`src/rtl/seq_pattern_gen.sv`:
```
// Programmable pattern sequencer: walks an index through a writable word table
// in one-shot, loop, ping-pong or hold mode and presents the selected word on q.
module seq_pattern_gen #(
    parameter  int WIDTH = 4,
    parameter  int DEPTH = 8,
    localparam int AW    = $clog2(DEPTH)
) (
    input  logic             clk,
    input  logic             rst,
    input  logic             wr_en,
    input  logic [AW-1:0]    wr_addr,
    input  logic [WIDTH-1:0] wr_data,
    input  logic [AW-1:0]    len,
    input  logic [1:0]       mode,
    input  logic             start,
    input  logic             stop,
    output logic [WIDTH-1:0] q,
    output logic             q_valid,
    output logic             busy,
    output logic             done,
    output logic [AW-1:0]    idx
);
    typedef enum logic [1:0] {IDLE, FWD, REV} state_t;

    localparam logic [1:0] M_ONESHOT = 2'b00;
    localparam logic [1:0] M_LOOP    = 2'b01;
    localparam logic [1:0] M_PINGPNG = 2'b10;

    state_t           r_state;
    logic [WIDTH-1:0] r_table [DEPTH];
    logic [WIDTH-1:0] r_q;
    logic [AW-1:0]    r_idx;
    logic [AW-1:0]    r_len;
    logic [1:0]       r_mode;
    logic             r_qv;
    logic             r_busy;
    logic             r_done;

    state_t           w_nstate;
    logic [AW-1:0]    w_nidx;
    logic [AW-1:0]    w_len_clamp;
    logic             w_load;
    logic             w_nqv;
    logic             w_ndone;
    logic             w_wr_ok;

    assign w_len_clamp = ({1'b0, len} > (AW+1)'(DEPTH-1)) ? AW'(DEPTH-1) : len;
    assign w_wr_ok     = wr_en && ({1'b0, wr_addr} < (AW+1)'(DEPTH));

    always_comb begin
        w_nstate = r_state;
        w_nidx   = r_idx;
        w_load   = 1'b0;
        w_nqv    = r_qv;
        w_ndone  = 1'b0;
        case (r_state)
            IDLE: begin
                if (start && !stop) begin
                    w_nstate = FWD;
                    w_nidx   = '0;
                    w_load   = 1'b1;
                    w_nqv    = 1'b1;
                end
            end
            FWD: begin
                if (stop) begin
                    w_nstate = IDLE;
                    w_nqv    = 1'b0;
                end else if (r_idx < r_len) begin
                    w_nidx = r_idx + AW'(1);
                    w_load = 1'b1;
                end else begin
                    case (r_mode)
                        M_ONESHOT: begin
                            w_nstate = IDLE;
                            w_nqv    = 1'b0;
                            w_ndone  = 1'b1;
                        end
                        M_LOOP: begin
                            w_nidx = '0;
                            w_load = 1'b1;
                        end
                        M_PINGPNG: begin
                            // a single-entry sequence has nothing to bounce off
                            if (r_len != '0) begin
                                w_nstate = REV;
                                w_nidx   = r_len - AW'(1);
                            end
                            w_load = 1'b1;
                        end
                        default: w_load = 1'b1;
                    endcase
                end
            end
            REV: begin
                if (stop) begin
                    w_nstate = IDLE;
                    w_nqv    = 1'b0;
                end else if (r_idx != '0) begin
                    w_nidx = r_idx - AW'(1);
                    w_load = 1'b1;
                end else begin
                    w_nstate = FWD;
                    w_nidx   = AW'(1);
                    w_load   = 1'b1;
                end
            end
            default: begin
                w_nstate = IDLE;
                w_nqv    = 1'b0;
            end
        endcase
    end

    always_ff @(posedge clk) begin
        if (rst) begin
            r_state <= IDLE;
            r_q     <= '0;
            r_idx   <= '0;
            r_len   <= '0;
            r_mode  <= '0;
            r_qv    <= 1'b0;
            r_busy  <= 1'b0;
            r_done  <= 1'b0;
            for (int i = 0; i < DEPTH; i++) r_table[i] <= '0;
        end else begin
            if (w_wr_ok) r_table[wr_addr] <= wr_data;
            if (r_state == IDLE && start && !stop) begin
                r_len  <= w_len_clamp;
                r_mode <= mode;
            end
            r_state <= w_nstate;
            r_idx   <= w_nidx;
            r_qv    <= w_nqv;
            r_done  <= w_ndone;
            r_busy  <= (w_nstate != IDLE);
            // table read uses the pre-write word: same-cycle writes show next visit
            if (w_load) r_q <= r_table[w_nidx];
        end
    end

    assign q       = r_q;
    assign q_valid = r_qv;
    assign busy    = r_busy;
    assign done    = r_done;
    assign idx     = r_idx;
endmodule

```
`config.mk`:
```
export PLATFORM = sky130hd
export DESIGN_NAME = seq_pattern_gen
export DESIGN_NICKNAME = d
export VERILOG_FILES = /design/src/rtl/seq_pattern_gen.sv
export SDC_FILE = /design/constraint.sdc
export NUM_CORES = 1
export LEC_CHECK = 0
export ABC_CLOCK_PERIOD_IN_PS = 2330
export CORE_ASPECT_RATIO = 0.75
export CORE_MARGIN = 2
export CORE_UTILIZATION = 53
export CTS_BUF_LIST = sky130_fd_sc_hd__clkbuf_2
export DETAILED_ROUTE_END_ITERATION = 10
export GPL_TIMING_DRIVEN = 0
export PLACE_DENSITY_LB_ADDON = 0.1
export SYNTH_ARGS = -nofsm -noshare
export SYNTH_HDL_FRONTEND = slang
export SYNTH_SLANG_ARGS = --single-unit
```
`constraint.sdc`:
```
create_clock -name clk -period 2.33 [get_ports clk]
set_input_delay 0.3495 -clock clk [delete_from_list [all_inputs] [get_ports clk]]
set_output_delay 0.3495 -clock clk [all_outputs]
set_load 0.005 [all_outputs]
```
After elaboration in Yosys (flattened, before gate mapping):

Memories as Yosys holds them, arrays and structs flattened. A register that Yosys moved wholly into a read port is not among the register bits.
Cells that the tools add are included.

* reduce and logical (&&, ||, !) cells: 12
* div/mod/pow operators: 0
* add/sub/neg operators: 3
* multipliers: 0
* bitwise operators: 1
* shifts and indexed selects: 0
* mux-type cells: 37
* magnitude comparators: 1
* eq/ne operators: 8

Operator list (count)
* 2-to-1 mux 3 bit: 7
* 2-to-1 mux 1 bit: 17
* 2-to-1 mux 2 bit: 6
* case mux 3 bit (3 select lines): 1
* OR reduction 4 bit: 2
* case mux 1 bit (3 select lines): 2
* case mux 2 bit (3 select lines): 1
* case mux 3 bit (2 select lines): 1
* nonzero test 3 bit: 2
* subtractor 3 x 1 -> 3 bit, second input constant: 2
* == test 2 x 1 -> 1 bit, second input constant: 2
* == test 2 bit, second input constant: 2
* logical NOT 2 bit: 2
* 2-to-1 mux 4 bit: 1
* != test 2 bit, second input constant: 2
* case mux 2 bit (2 select lines): 1
* AND reduction 4 bit: 1
* adder 3 x 1 -> 3 bit, second input constant: 1
* logical AND 1 bit: 3
* less-than comparator 3 bit: 1
* != test 3 x 2 -> 1 bit, second input constant: 1
* != test 3 bit, second input constant: 1
* nonzero test 2 bit: 1
* logical NOT 1 bit: 1
* inverter 1 bit: 1

* output and inout port bits: 10
* latch bits: 0
* bits of input ports: 17
* memories: 1
* flip-flop bits (word level): 13
* word-level logic and storage cells: 70
* memory bits (writable): 32
* bits in read-only memories: 0

Memories
* r_table: depth 8, width 4, read ports 1, clocked after Yosys merged registers in 1, wr ports 8, RTL line 30 `logic [WIDTH-1:0] r_table [DEPTH];`

Depth between registers and ports, before layout:

Gate-level depths: netlist of the first run.

* word-level depth: 7
* gate-level depth with buffers: 10
* gate-level depth less buffers: 9

Least setup slack after synthesis of the first run:

OpenSTA, ideal clock, no wires.

* path kind: register to register
* start: register r_len[2]
* end: register r_q[0], in the netlist q[0] (read register of r_table)
* stages on the path, launching flop included: 11
* path buffers: 1
* clock period less this slack: 2525 ps
* setup time: 117 ps
* path slack: -195 ps
* data required time: 2213 ps
* data arrival time: 2408 ps
* cells stage by stage: dfxtp_1 -> inv_1 -> ha_1 -> nand2_1 -> o21a_1 -> or4_4 -> a21boi_4 -> buf_6 -> mux2i_1 -> a21oi_1 -> a32o_1

* longest elaborated chain between the ends: 6
* elaborated cells on any way between the ends: 11
* those cells by class: 1 x add/sub; 1 x order compare; 8 x mux; 1 x reduce/logical

RTL lines
* start: declaration: RTL line 33 `logic [AW-1:0] r_len;`
* start signal: assignment: RTL line 129 `r_len <= w_len_clamp;`
* subtractor 3 x 1 -> 3 bit / nonzero test 3 bit (equally long branches): RTL line 87, 85
* 2-to-1 mux 3 bit: RTL line 85 `if (r_len != '0) begin`
* case mux 3 bit (2 select lines): RTL line 73 `case (r_mode)`
* 2-to-1 mux 3 bit: RTL line 69 `end else if (r_idx < r_len) begin`
* 2-to-1 mux 3 bit: RTL line 66 `if (stop) begin`
* case mux 3 bit (3 select lines): RTL line 56 `case (r_state)`
* end: declaration: RTL line 31 `logic [WIDTH-1:0] r_q;`

Several ways; a longest one is shown, not always the timed one.
A chain may end at the register's enable or synchronous reset.

Final worst setup path of the first run:

* start: register r_len[2]
* end: register r_q[2], in the netlist q[2] (read register of r_table)

The elaborated chain is that of the path after synthesis.

==> flow_summary_export.csv, run 1 <==
group,metric,value,unit
critical_path,crit_required,2.69,ns
sta,fin_worst_skew,0.0116,ns
run_status,violations,"negative setup slack",
final_layout,final_core_utilization,69.8,%
critical_path,cp.depth,10,
sta,holdWs,0.471,ns
pwr,finalPower,1.78,mW
critical_path,arrival,2.89,ns
critical_path,ff2ff_path_depth,10,
sta,max_freq,396,MHz
critical_path,worst-path-max-fanout,6,
final_layout,fin_cells,396,
logic_synthesis,syn_area,0.00279,sq mm
global_routing,grt_max_degree,15,
sta,period_needed,2.53,ns
run_status,status,"finished with violations",
placement,dpl_worst_slack,-0.628,ns
pwr,leakage,1.30,nW
logic_synthesis,synth_top_area_share,34.4,%
clock_network,htreeDepth,2,
sta,tightest_slew,0.691,ns
route,routed_wl,6670,um
critical_path,crit_family,"compound AO/OA/AOI/OAI gates",
sta,rsz0062_at_grt,"yes",
final_layout,design_area,0.00348,sq mm
floorplan,core_area,0.00498,sq mm
clock_network,numCtsBuffers,5,
logic_synthesis,synth_edf_count,32,
critical_path,cp_slowest_stage_delay,0.47,ns
floorplan,initial_utilization,56.1,%
pwr,ir_drop,380,uV
placement,place_congestion,0.880,
sta,max_slew_margin,53.8,%
logic_synthesis,yosysTopAreaCell,"edfxtp_1",
sta,setup_viol,4,
critical_path,critPathLaunch,"r_len[2]$_SDFFE_PP0P_",
final_layout,diodes,0,
logic_synthesis,yosys_warnings,0,
placement,io_buffers,26,
logic_synthesis,ys.flop_type,"edfxtp_1",
critical_path,endpoint,"q[2]$_SDFFE_PP0P_",
floorplan,dieArea,0.00587,sq mm
route,dr.pass1.iters,7,
global_routing,grt_pass1_wl,10400,um
logic_synthesis,synthCells,276,
min_path,min_from,"len[1]",
pwr,p_per_area,512,mW/mm^2
global_routing,grt_pass1_vias,2032,
logic_synthesis,ys_ff_latch,49,
route,num_vias,2285,
clock_network,cts_root_buffer,"clkbuf_2",
route,ant_nets,0,
critical_path,crit_type,"register to register",
logic_synthesis,syn_avg_cell_area,10.1,sq um
logic_synthesis,synth_area_leaders,"edfxtp_1 (34%), dfxtp_1 (12%), and2_1 (7.6%)",
critical_path,cp_slowest_cell,"or4_4",
sta,final.setup.tns,-0.757,ns
placement,dp.cells,374,
floorplan,die_x,87.8,um
final_layout,fin_nets,349,
min_path,hold_class,"input pin to register",
route,wl_per_cell,16.9,um
clock_network,clk_pin_slew,0.24,ns
final_layout,drive_gt1_share,24.1,%
logic_synthesis,synthesis.nets,302,
global_routing,grt_usage,24.1,%
route,detail_route.vias_per_cell,5.77,
logic_synthesis,yosysUniqueCellTypes,48,
critical_path,cp.buffers_inverters,2,
logic_synthesis,synth-seq-area-share,46.6,%
critical_path,worstPathCellList,"inv_2, ha_4, nand2_4, o21a_1, or4_4, a21boi_4, buf_8, mux2i_1, nand3_1, a32o_1",
sta,fin_crit_sh,108,%
sta,hold_viol,0,
global_routing,grt_overflow,0,
clock_network,clock-sinks,49,
clock_network,cts-hold-fix-buffers,0,
clock_network,clock_latency,0.43,ns
sta,slew_viol_final,0,
critical_path,r2r_end,"q[2]$_SDFFE_PP0P_",
sta,worst_slack,-0.196,ns
clock_network,clockBufferDepth,2,
logic_synthesis,async_flop_share,0,%
critical_path,reg2reg_from,"r_len[2]$_SDFFE_PP0P_",
global_routing,antenna_found_initial,0,
critical_path,worst_setup_path_end_kind,"register",
floorplan,die_y,66.9,um
critical_path,reg2reg_slack,-0.20,ns
floorplan,ios,27,
placement,dp_hpwl,4820,um
final_layout,syn2layout_area_growth,24.5,%
critical_path,start_kind,"register",
route,detail_route.drc_violations,0,
route,first_iter_violations,196,
clock_network,cts_tree,"yes",
run,cap_violations,0,
floorplan,core.rowCount,22,
placement,placedInstanceArea,0.00317,sq mm
==> area by class of cell <==
| cell class | count | area, sq um |
|---|---|---|
| Inverter | 15 | 56.3 |
| Clock inverter | 2 | 10.0 |
| Sequential cell | 49 | 1320 |
| Fill cell | 390 | 1510 |
| Buffer | 9 | 56.3 |
| Clock buffer | 6 | 30.0 |
| Multi-Input combinational cell | 203 | 1530 |
| Timing Repair Buffer | 40 | 383 |
| Tap cell | 72 | 90.1 |
==> per-layer routing <==
layer | share of wire (%) | track usage, % | vias to the layer above
li1 | - | - | 1092
met1 | 49 | 37.1 | 1096
met2 | 44 | 35.1 | 90
met3 | 5.9 | 4.09 | 7
met4 | 0.94 | 5.19 | 0
met5 | 0 | 0 | -
==> registers in the layout (all words and copies together), names as in the netlist <==
register,count
q,4
busy,1
r_state,2
r_table,32
done,1
idx,3
q_valid,1
r_mode,2
r_len,3
==> worst min path at each step <==
| stage | to | slack [ns] | depth (start not counted) |
|---|---|---|---|
| 5_1_grt | r_mode[0]$_SDFFE_PP0P_ | 0.45 | 3 |
| 4_1_cts | r_mode[1]$_SDFFE_PP0P_ | 0.47 | 3 |
| 6_report | r_len[1]$_SDFFE_PP0P_ | 0.47 | 3 |
| 3_5_place_dp | q[0]$_SDFFE_PP0P_ | 0.46 | 1 |
| 3_3_place_gp | q[0]$_SDFFE_PP0P_ | 0.45 | 1 |
| 2_1_floorplan | r_state[1]$_SDFF_PP0_ | 0.43 | 1 |
==> worst register-to-register path, stage by stage, from the launching register on <==
cell and delay (ns):
dfxtp_2 0.39, inv_2 0.05, ha_4 0.29, nand2_4 0.05, o21a_1 0.17, or4_4 0.47, a21boi_4 0.27, buf_8 0.17
mux2i_1 0.19, nand3_1 0.11, a32o_1 0.29
==> cell families after synthesis <==
kind of cell | after synthesis | share of synthesized area [%]
muxes | 11 | 3.99
adders and majority gates | 9 | 4.03
DFF | 49 | 46.6
and+or+nand+nor | 125 | 25.7
xor gates and xnor gates | 1 | 0.314
buffers and inverters | 24 | 3.90
AOI/OAI and AO/OA | 57 | 15.5
==> cell usage after synthesis, types with 2 or more instances <==
| master | n |
|---|---|
| and2_1 | 34 |
| edfxtp_1 | 32 |
| nor2_1 | 25 |
| a21oi_1 | 18 |
| dfxtp_1 | 17 |
| inv_1 | 15 |
| nand2_1 | 11 |
| mux2i_1 | 10 |
| o21ai_0 | 10 |
| ha_1 | 9 |
| or2_2 | 9 |
| nand2b_1 | 8 |
| clkbuf_1 | 6 |
| and2b_1 | 5 |
| nand3_1 | 5 |
| a2111oi_0 | 4 |
| a32o_1 | 4 |
| and4_1 | 4 |
| nor2b_1 | 4 |
| nor3_1 | 4 |
| nor4_1 | 4 |
| o21a_1 | 4 |
| o221a_2 | 4 |
| or3_1 | 3 |
| a211oi_1 | 2 |
| buf_6 | 2 |
| nand3b_1 | 2 |
==> layout by cell type, fill, tap and decap left out, types with 3 or more instances in the layout <==
cell type | netlist | routed
and2b_1 | 5 | 5
mux2i_1 | 10 | 7
nand2b_1 | 8 | 8
a21oi_2 | 0 | 3
buf_4 | 1 | 14
nor2_1 | 25 | 25
nand2_1 | 11 | 10
nor4_1 | 4 | 3
or3_1 | 3 | 3
mux2i_2 | 0 | 3
a21oi_1 | 18 | 15
o21ai_1 | 1 | 3
dfxtp_2 | 0 | 5
edfxtp_1 | 32 | 32
nand3_1 | 5 | 5
ha_4 | 0 | 3
nor3_1 | 4 | 4
o21ai_0 | 10 | 6
and2_1 | 34 | 34
dfxtp_4 | 0 | 3
or2_2 | 9 | 9
a32o_1 | 4 | 4
o21a_1 | 4 | 4
ha_1 | 9 | 4
o221a_2 | 4 | 4
inv_1 | 15 | 11
inv_2 | 0 | 4
nor2b_1 | 4 | 4
dfxtp_1 | 17 | 9
clkdlybuf4s50_1 | 0 | 26
clkbuf_1 | 6 | 6
and4_1 | 4 | 4
clkbuf_2 | 0 | 6
==> repair_timing <==
| action | 4_1_cts | 5_1_grt |
|---|---|---|
| buffers inserted | 13 | 0 |
| gates resized for setup | 33 | 10 |
| pin swaps | 13 | 3 |
| endpoints found under the setup margin | 5 | 4 |
| gates cloned | 1 | 0 |
==> report_power, final <==
group / switching (mW) / internal [mW]
logic: 0.220 / 0.210
registers: 0.0244 / 0.974
clock network: 0.276 / 0.0754
total: 0.520 / 1.26
No activity file was read; power rests on OpenSTA's default activity.
==> inputs of run 2 (changes only) <==
Settings changed: ABC_CLOCK_PERIOD_IN_PS 2330 to 2500, CORE_UTILIZATION 53 to 56.
Clock period 2.33 ns to 2.5 ns, I/O delays scaled along.
==> run 2 against run 1 <==
The run still ends with negative setup slack left. Maximum frequency fell by 2.6%. Power fell by 1.8%. Largest power group unchanged. Non-clock buffer count rose by 3. Utilization rose by 1.6 points. Critical path depth did not move. Combinational power fell by 9.1%. Hold slack improved by 0.026 ns. Global-route usage barely moved.
==> flow_summary_export.csv, run 2 (synthesis results as in run 1) <==
group,metric,value,unit
run_status,status,"finished with violations",
run_status,violations,"negative setup slack",
route,dr.pass1.iters,4,
floorplan,dieArea,0.00558,sq mm
min_path,whs_endpoint,"r_len[0]$_SDFFE_PP0P_",
final_layout,fillers,369,
min_path,min_from,"len[0]",
placement,place_congestion,0.909,
global_routing,antenna_found_initial,0,
min_path,min_path_cells,3,
clock_network,htreeDepth,2,
final_layout,final_cell_mix,"and2_1 (34), edfxtp_1 (32), clkdlybuf4s50_1 (26)",
clock_network,clock_latency,0.43,ns
route,first_iter_violations,193,
critical_path,crit_required,2.87,ns
clock_network,clock-sinks,49,
global_routing,grt_max_degree,16,
floorplan,core.rowCount,22,
sta,hold_viol,0,
clock_network,clockBufferDepth,2,
sta,setup_viol,4,
pwr,seqPwrFrac,53.1,%
critical_path,arrival,2.97,ns
route,wl_per_cell,16.3,um
sta,max_freq,385,MHz
critical_path,start_kind,"register",
global_routing,grt_pass1_wl,10300,um
global_routing,grt_pass1_vias,2101,
route,num_vias,2226,
final_layout,seqCellArea,0.00132,sq mm
final_layout,fin_cells,387,
clock_network,cts_tree,"yes",
floorplan,initial_utilization,57.7,%
floorplan,ios,27,
run,cap_violations,0,
route,detail_route.drc_violations,0,
global_routing,grt_usage,24.1,%
critical_path,worst-path-max-fanout,6,
sta,final.setup.tns,-0.227,ns
final_layout,diodes,0,
critical_path,ff2ff_path_depth,10,
placement,io_buffers,26,
clock_network,numCtsBuffers,5,
route,routed_wl,6310,um
critical_path,reg2reg_slack,-0.09,ns
global_routing,grt_overflow,0,
sta,worst_slack,-0.0949,ns
placement,dp.cells,362,
pwr,p_clk_share,24.5,%
final_layout,syn2layout_area_growth,23.8,%
pwr,ir_drop,400,uV
clock_network,cts_root_buffer,"clkbuf_2",
sta,max_slew_margin,54.7,%
route,detail_route.vias_per_cell,5.75,
critical_path,crit_type,"register to register",
critical_path,worst_setup_path_end_kind,"register",
pwr,p_per_area,505,mW/mm^2
route,ant_nets,0,
floorplan,die_x,85.6,um
floorplan,die_y,65.2,um
final_layout,top_register,"r_table",
pwr,switchingPower,0.479,mW
final_layout,final_common_cell,"and2_1",
final_layout,fin_nets,352,
pwr,leakage,1.32,nW
critical_path,r2r_end,"q[1]$_SDFFE_PP0P_",
pwr,combPwrFrac,22.4,%
pwr,p_int,1.27,mW
pwr,finalPower,1.75,mW
pwr,switching_share,27.4,%
sta,period_needed,2.59,ns
sta,slew_viol_final,0,
sta,fin_crit_sh,104,%
sta,tightest_slew,0.674,ns
final_layout,drive_gt1_share,21.1,%
floorplan,core_area,0.00484,sq mm
clock_network,cts-hold-fix-buffers,0,
final_layout,largest_reg_flops,32,
clock_network,clk_pin_slew,0.25,ns
min_path,hold_class,"input pin to register",
placement,dp_hpwl,4520,um
final_layout,multi_input_area,0.00148,sq mm
sta,rsz0062_at_grt,"yes",
sta,fin_worst_skew,0.0148,ns
critical_path,reg2reg_from,"r_len[2]$_SDFFE_PP0P_",
-- run 2: cell type report --
cell class / count / share of cell area (%)
multi-input combinational: 203 / 42.9
sequential: 49 / 38.0
timing repair buffer: 43 / 11.8
tap: 60 / 2.17
buffer: 9 / 1.63
inverter: 15 / 1.63
clock inverter: 3 / 1.19
clock buffer: 5 / 0.723
-- run 2: timing repair --
action	CTS	global route
setup buffers	14	2
gates cloned	1	0
pin swaps	11	3
gates resized for setup	24	5
endpoints found under the setup margin	4	4
hold endpoints to repair	0	0
-- run 2: per-layer routing --
| layer | vias up | GRT usage [%] | wire length, um |
|---|---|---|---|
| li1 | 1096 | - | - |
| met1 | 1039 | 36.5 | 3130 |
| met2 | 84 | 35.0 | 2650 |
| met3 | 7 | 5.90 | 479 |
| met4 | 0 | 5.75 | 52 |
| met5 | - | 0 | 0 |
-- run 2: power groups by stage --
stage / Sequential (mW) / Clock [mW] / Combinational [mW]
3_5_place_dp: 0.948 / 0 / 0.315
2_1_floorplan: 0.942 / 0 / 0.206
6_report: 0.927 / 0.429 / 0.391
5_1_grt: 0.933 / 0.457 / 0.426
4_1_cts: 0.927 / 0.430 / 0.375
3_3_place_gp: 0.946 / 0 / 0.313
-- run 2: worst max path at each step --
stage / slack [ns] / endpoint / cells past startpoint / start
after floorplan: -0.006 / q[0]$_SDFFE_PP0P_ / 10 / r_len[2]$_SDFFE_PP0P_
after global placement: -0.49 / q[1]$_SDFFE_PP0P_ / 9 / stop
after detailed placement: -0.46 / q[1]$_SDFFE_PP0P_ / 9 / stop
after CTS: -0.04 / q[1]$_SDFFE_PP0P_ / 10 / r_len[2]$_SDFFE_PP0P_
after global routing: -0.18 / q[2]$_SDFFE_PP0P_ / 10 / r_len[2]$_SDFFE_PP0P_
final: -0.09 / q[1]$_SDFFE_PP0P_ / 10 / r_len[2]$_SDFFE_PP0P_
-- run 2: stage by stage --
stage	hold WS, ns	util (%)	area, sq um	worst slack, ns
2_1_floorplan	0.455	-	2820	-0.00612
3_3_place_gp	0.452	65.2	3160	-0.493
3_5_place_dp	0.460	65.2	3160	-0.458
4_1_cts	0.487	70.7	3430	-0.0436
5_1_grt	0.473	71.4	3460	-0.182
6_report	0.497	71.4	3460	-0.0949
-- run 2: worst max-delay path, stage by stage (launching register included) --
cell	delay [ns]
dfxtp_2	0.40
inv_2	0.05
ha_4	0.28
nand2_4	0.06
o21a_1	0.18
or4_4	0.45
a21boi_4	0.32
buf_8	0.18
mux2i_1	0.23
a21oi_1	0.11
a32o_1	0.27
==> inputs of run 3 (changes only) <==
Settings changed: GPL_TIMING_DRIVEN 0 to not set.
==> run 3 against run 2 <==
The flow still finishes with violations (negative setup slack). Combinational power is 15% higher. Global-route usage grew 1.9 points. Design area rose by 7.5%. Clock power decreased by 25%. Sequential share of layout area decreased by 2.7 points. Largest cell class unchanged. Largest power group unchanged.
==> flow_summary_export.csv, run 3 (synthesis results as in run 1) <==
group,metric,value,unit
floorplan,die_x,85.6,um
run,cap_violations,0,
sta,rsz0062_at_grt,"yes",
sta,tightest_slew,0.366,ns
critical_path,crit_required,2.86,ns
clock_network,cts_root_buffer,"clkbuf_2",
final_layout,fillers,323,
sta,hold_viol,0,
final_layout,final_common_cell,"buf_4",
critical_path,ff2ff_path_depth,10,
sta,max_slew_margin,74.9,%
final_layout,syn2layout_area_growth,33.1,%
sta,slew_viol_final,0,
min_path,hold_class,"input pin to register",
pwr,p_per_area,460,mW/mm^2
route,routed_wl,6990,um
run_status,status,"finished with violations",
route,detail_route.vias_per_cell,5.81,
floorplan,ios,27,
route,ant_nets,0,
sta,fin_crit_sh,103,%
critical_path,arrival,2.94,ns
critical_path,reg2reg_slack,-0.08,ns
pwr,ir_drop,337,uV
final_layout,seqCellArea,0.00131,sq mm
critical_path,worst_setup_path_end_kind,"register",
critical_path,start_kind,"register",
floorplan,dieArea,0.00558,sq mm
clock_network,cts_tree,"yes",
placement,dp.cells,394,
sta,max_freq,387,MHz
final_layout,fin_nets,373,
placement,place_congestion,0.966,
clock_network,cts-hold-fix-buffers,0,
clock_network,clockBufferDepth,2,
critical_path,r2r_end,"q[2]$_SDFFE_PP0P_",
sta,setup_viol,4,
critical_path,crit_type,"register to register",
sta,worst_slack,-0.0831,ns
critical_path,worst-path-max-fanout,7,
sta,final.setup.tns,-0.223,ns
sta,period_needed,2.58,ns
route,num_vias,2372,
floorplan,initial_utilization,57.7,%
critical_path,critPathLaunch,"idx[1]$_SDFF_PP0_",
global_routing,grt_max_degree,21,
critical_path,endpoint,"q[2]$_SDFFE_PP0P_",
final_layout,multi_input_area,0.00154,sq mm
global_routing,grt_pass1_vias,2183,
sta,fin_worst_skew,0.0151,ns
route,dr.pass1.iters,5,
clock_network,clock-sinks,49,
final_layout,largest_reg_flops,32,
sta,holdWs,0.500,ns
clock_network,clock_latency,0.42,ns
clock_network,clk_pin_slew,0.24,ns
final_layout,top_register,"r_table",
final_layout,diodes,0,
floorplan,die_y,65.2,um
placement,dp_hpwl,4950,um
clock_network,numCtsBuffers,5,
critical_path,reg2reg_from,"idx[1]$_SDFF_PP0_",
run_status,violations,"negative setup slack",
global_routing,antenna_found_initial,0,
clock_network,htreeDepth,2,
min_path,min_from,"mode[1]",
global_routing,grt_pass1_wl,10900,um
route,detail_route.drc_violations,0,
final_layout,final_cell_mix,"buf_4 (38), and2_1 (34), edfxtp_1 (32)",
route,wl_per_cell,17.1,um
global_routing,grt_overflow,0,
pwr,finalPower,1.71,mW
pwr,leakage,1.45,nW
global_routing,grt_usage,26.0,%
route,first_iter_violations,175,
final_layout,fin_cells,408,
floorplan,core.rowCount,22,
final_layout,drive_gt1_share,31.6,%
floorplan,core_area,0.00484,sq mm
placement,io_buffers,26,
## run 3: final cells by class
class	count	share of cell area [%]
Multi-Input combinational cell	203	41.5
Sequential cell	49	35.3
Timing Repair Buffer	73	18.5
Tap cell	60	2.02
Inverter	15	1.58
Clock buffer	6	0.808
Clock inverter	2	0.303
## run 3: critical path, cell delays in order (launching register included)
cell	delay (ns)
dfxtp_2	0.39
buf_6	0.12
ha_4	0.26
nand2_2	0.05
o21a_1	0.18
or4_4	0.46
a21boi_4	0.24
buf_12	0.17
mux2i_2	0.24
nand3_1	0.12
a32o_1	0.27
## run 3: routing by layer
metal	global-route usage (%)	wire [um]	share of wire, %
met1	39.2	3330	48
met2	38.1	3140	45
met4	7.94	78	1.1
met5	0	0	0
met3	4.90	441	6.3
## run 3: power by group
part           switching, mW  leakage (nW)  internal [mW]  total, mW
registers             0.0251         0.449          0.910      0.935
clock network          0.253        0.0293         0.0706      0.323
logic                  0.211         0.967          0.239      0.450
## run 3: worst min path at each step
stage                     cells past startpoint                      to  slack, ns
after floorplan                               1   r_state[1]$_SDFF_PP0_       0.45
after global placement                        1       q[2]$_SDFFE_PP0P_       0.46
after detailed placement                      1       q[3]$_SDFFE_PP0P_       0.46
after CTS                                     3   r_len[1]$_SDFFE_PP0P_       0.47
after global routing                          3   r_len[2]$_SDFFE_PP0P_       0.50
final                                         3  r_mode[1]$_SDFFE_PP0P_       0.50
## run 3: per-stage QoR
stage / worst slack [ns] / utilization (%) / instance area (sq um)
after floorplan: -0.00612 / - / 2820
after CTS: -0.0558 / 75.5 / 3660
final: -0.0831 / 76.8 / 3720
after global routing: -0.166 / 76.8 / 3720
after detailed placement: -0.175 / 71.0 / 3440
after global placement: -0.126 / 71.0 / 3440
## run 3: repair_timing
item	4_1_cts	5_1_grt
resized for setup	36	11
pin swaps	14	8
endpoints found under the setup margin	4	5
gates cloned	1	0
setup buffers	5	0
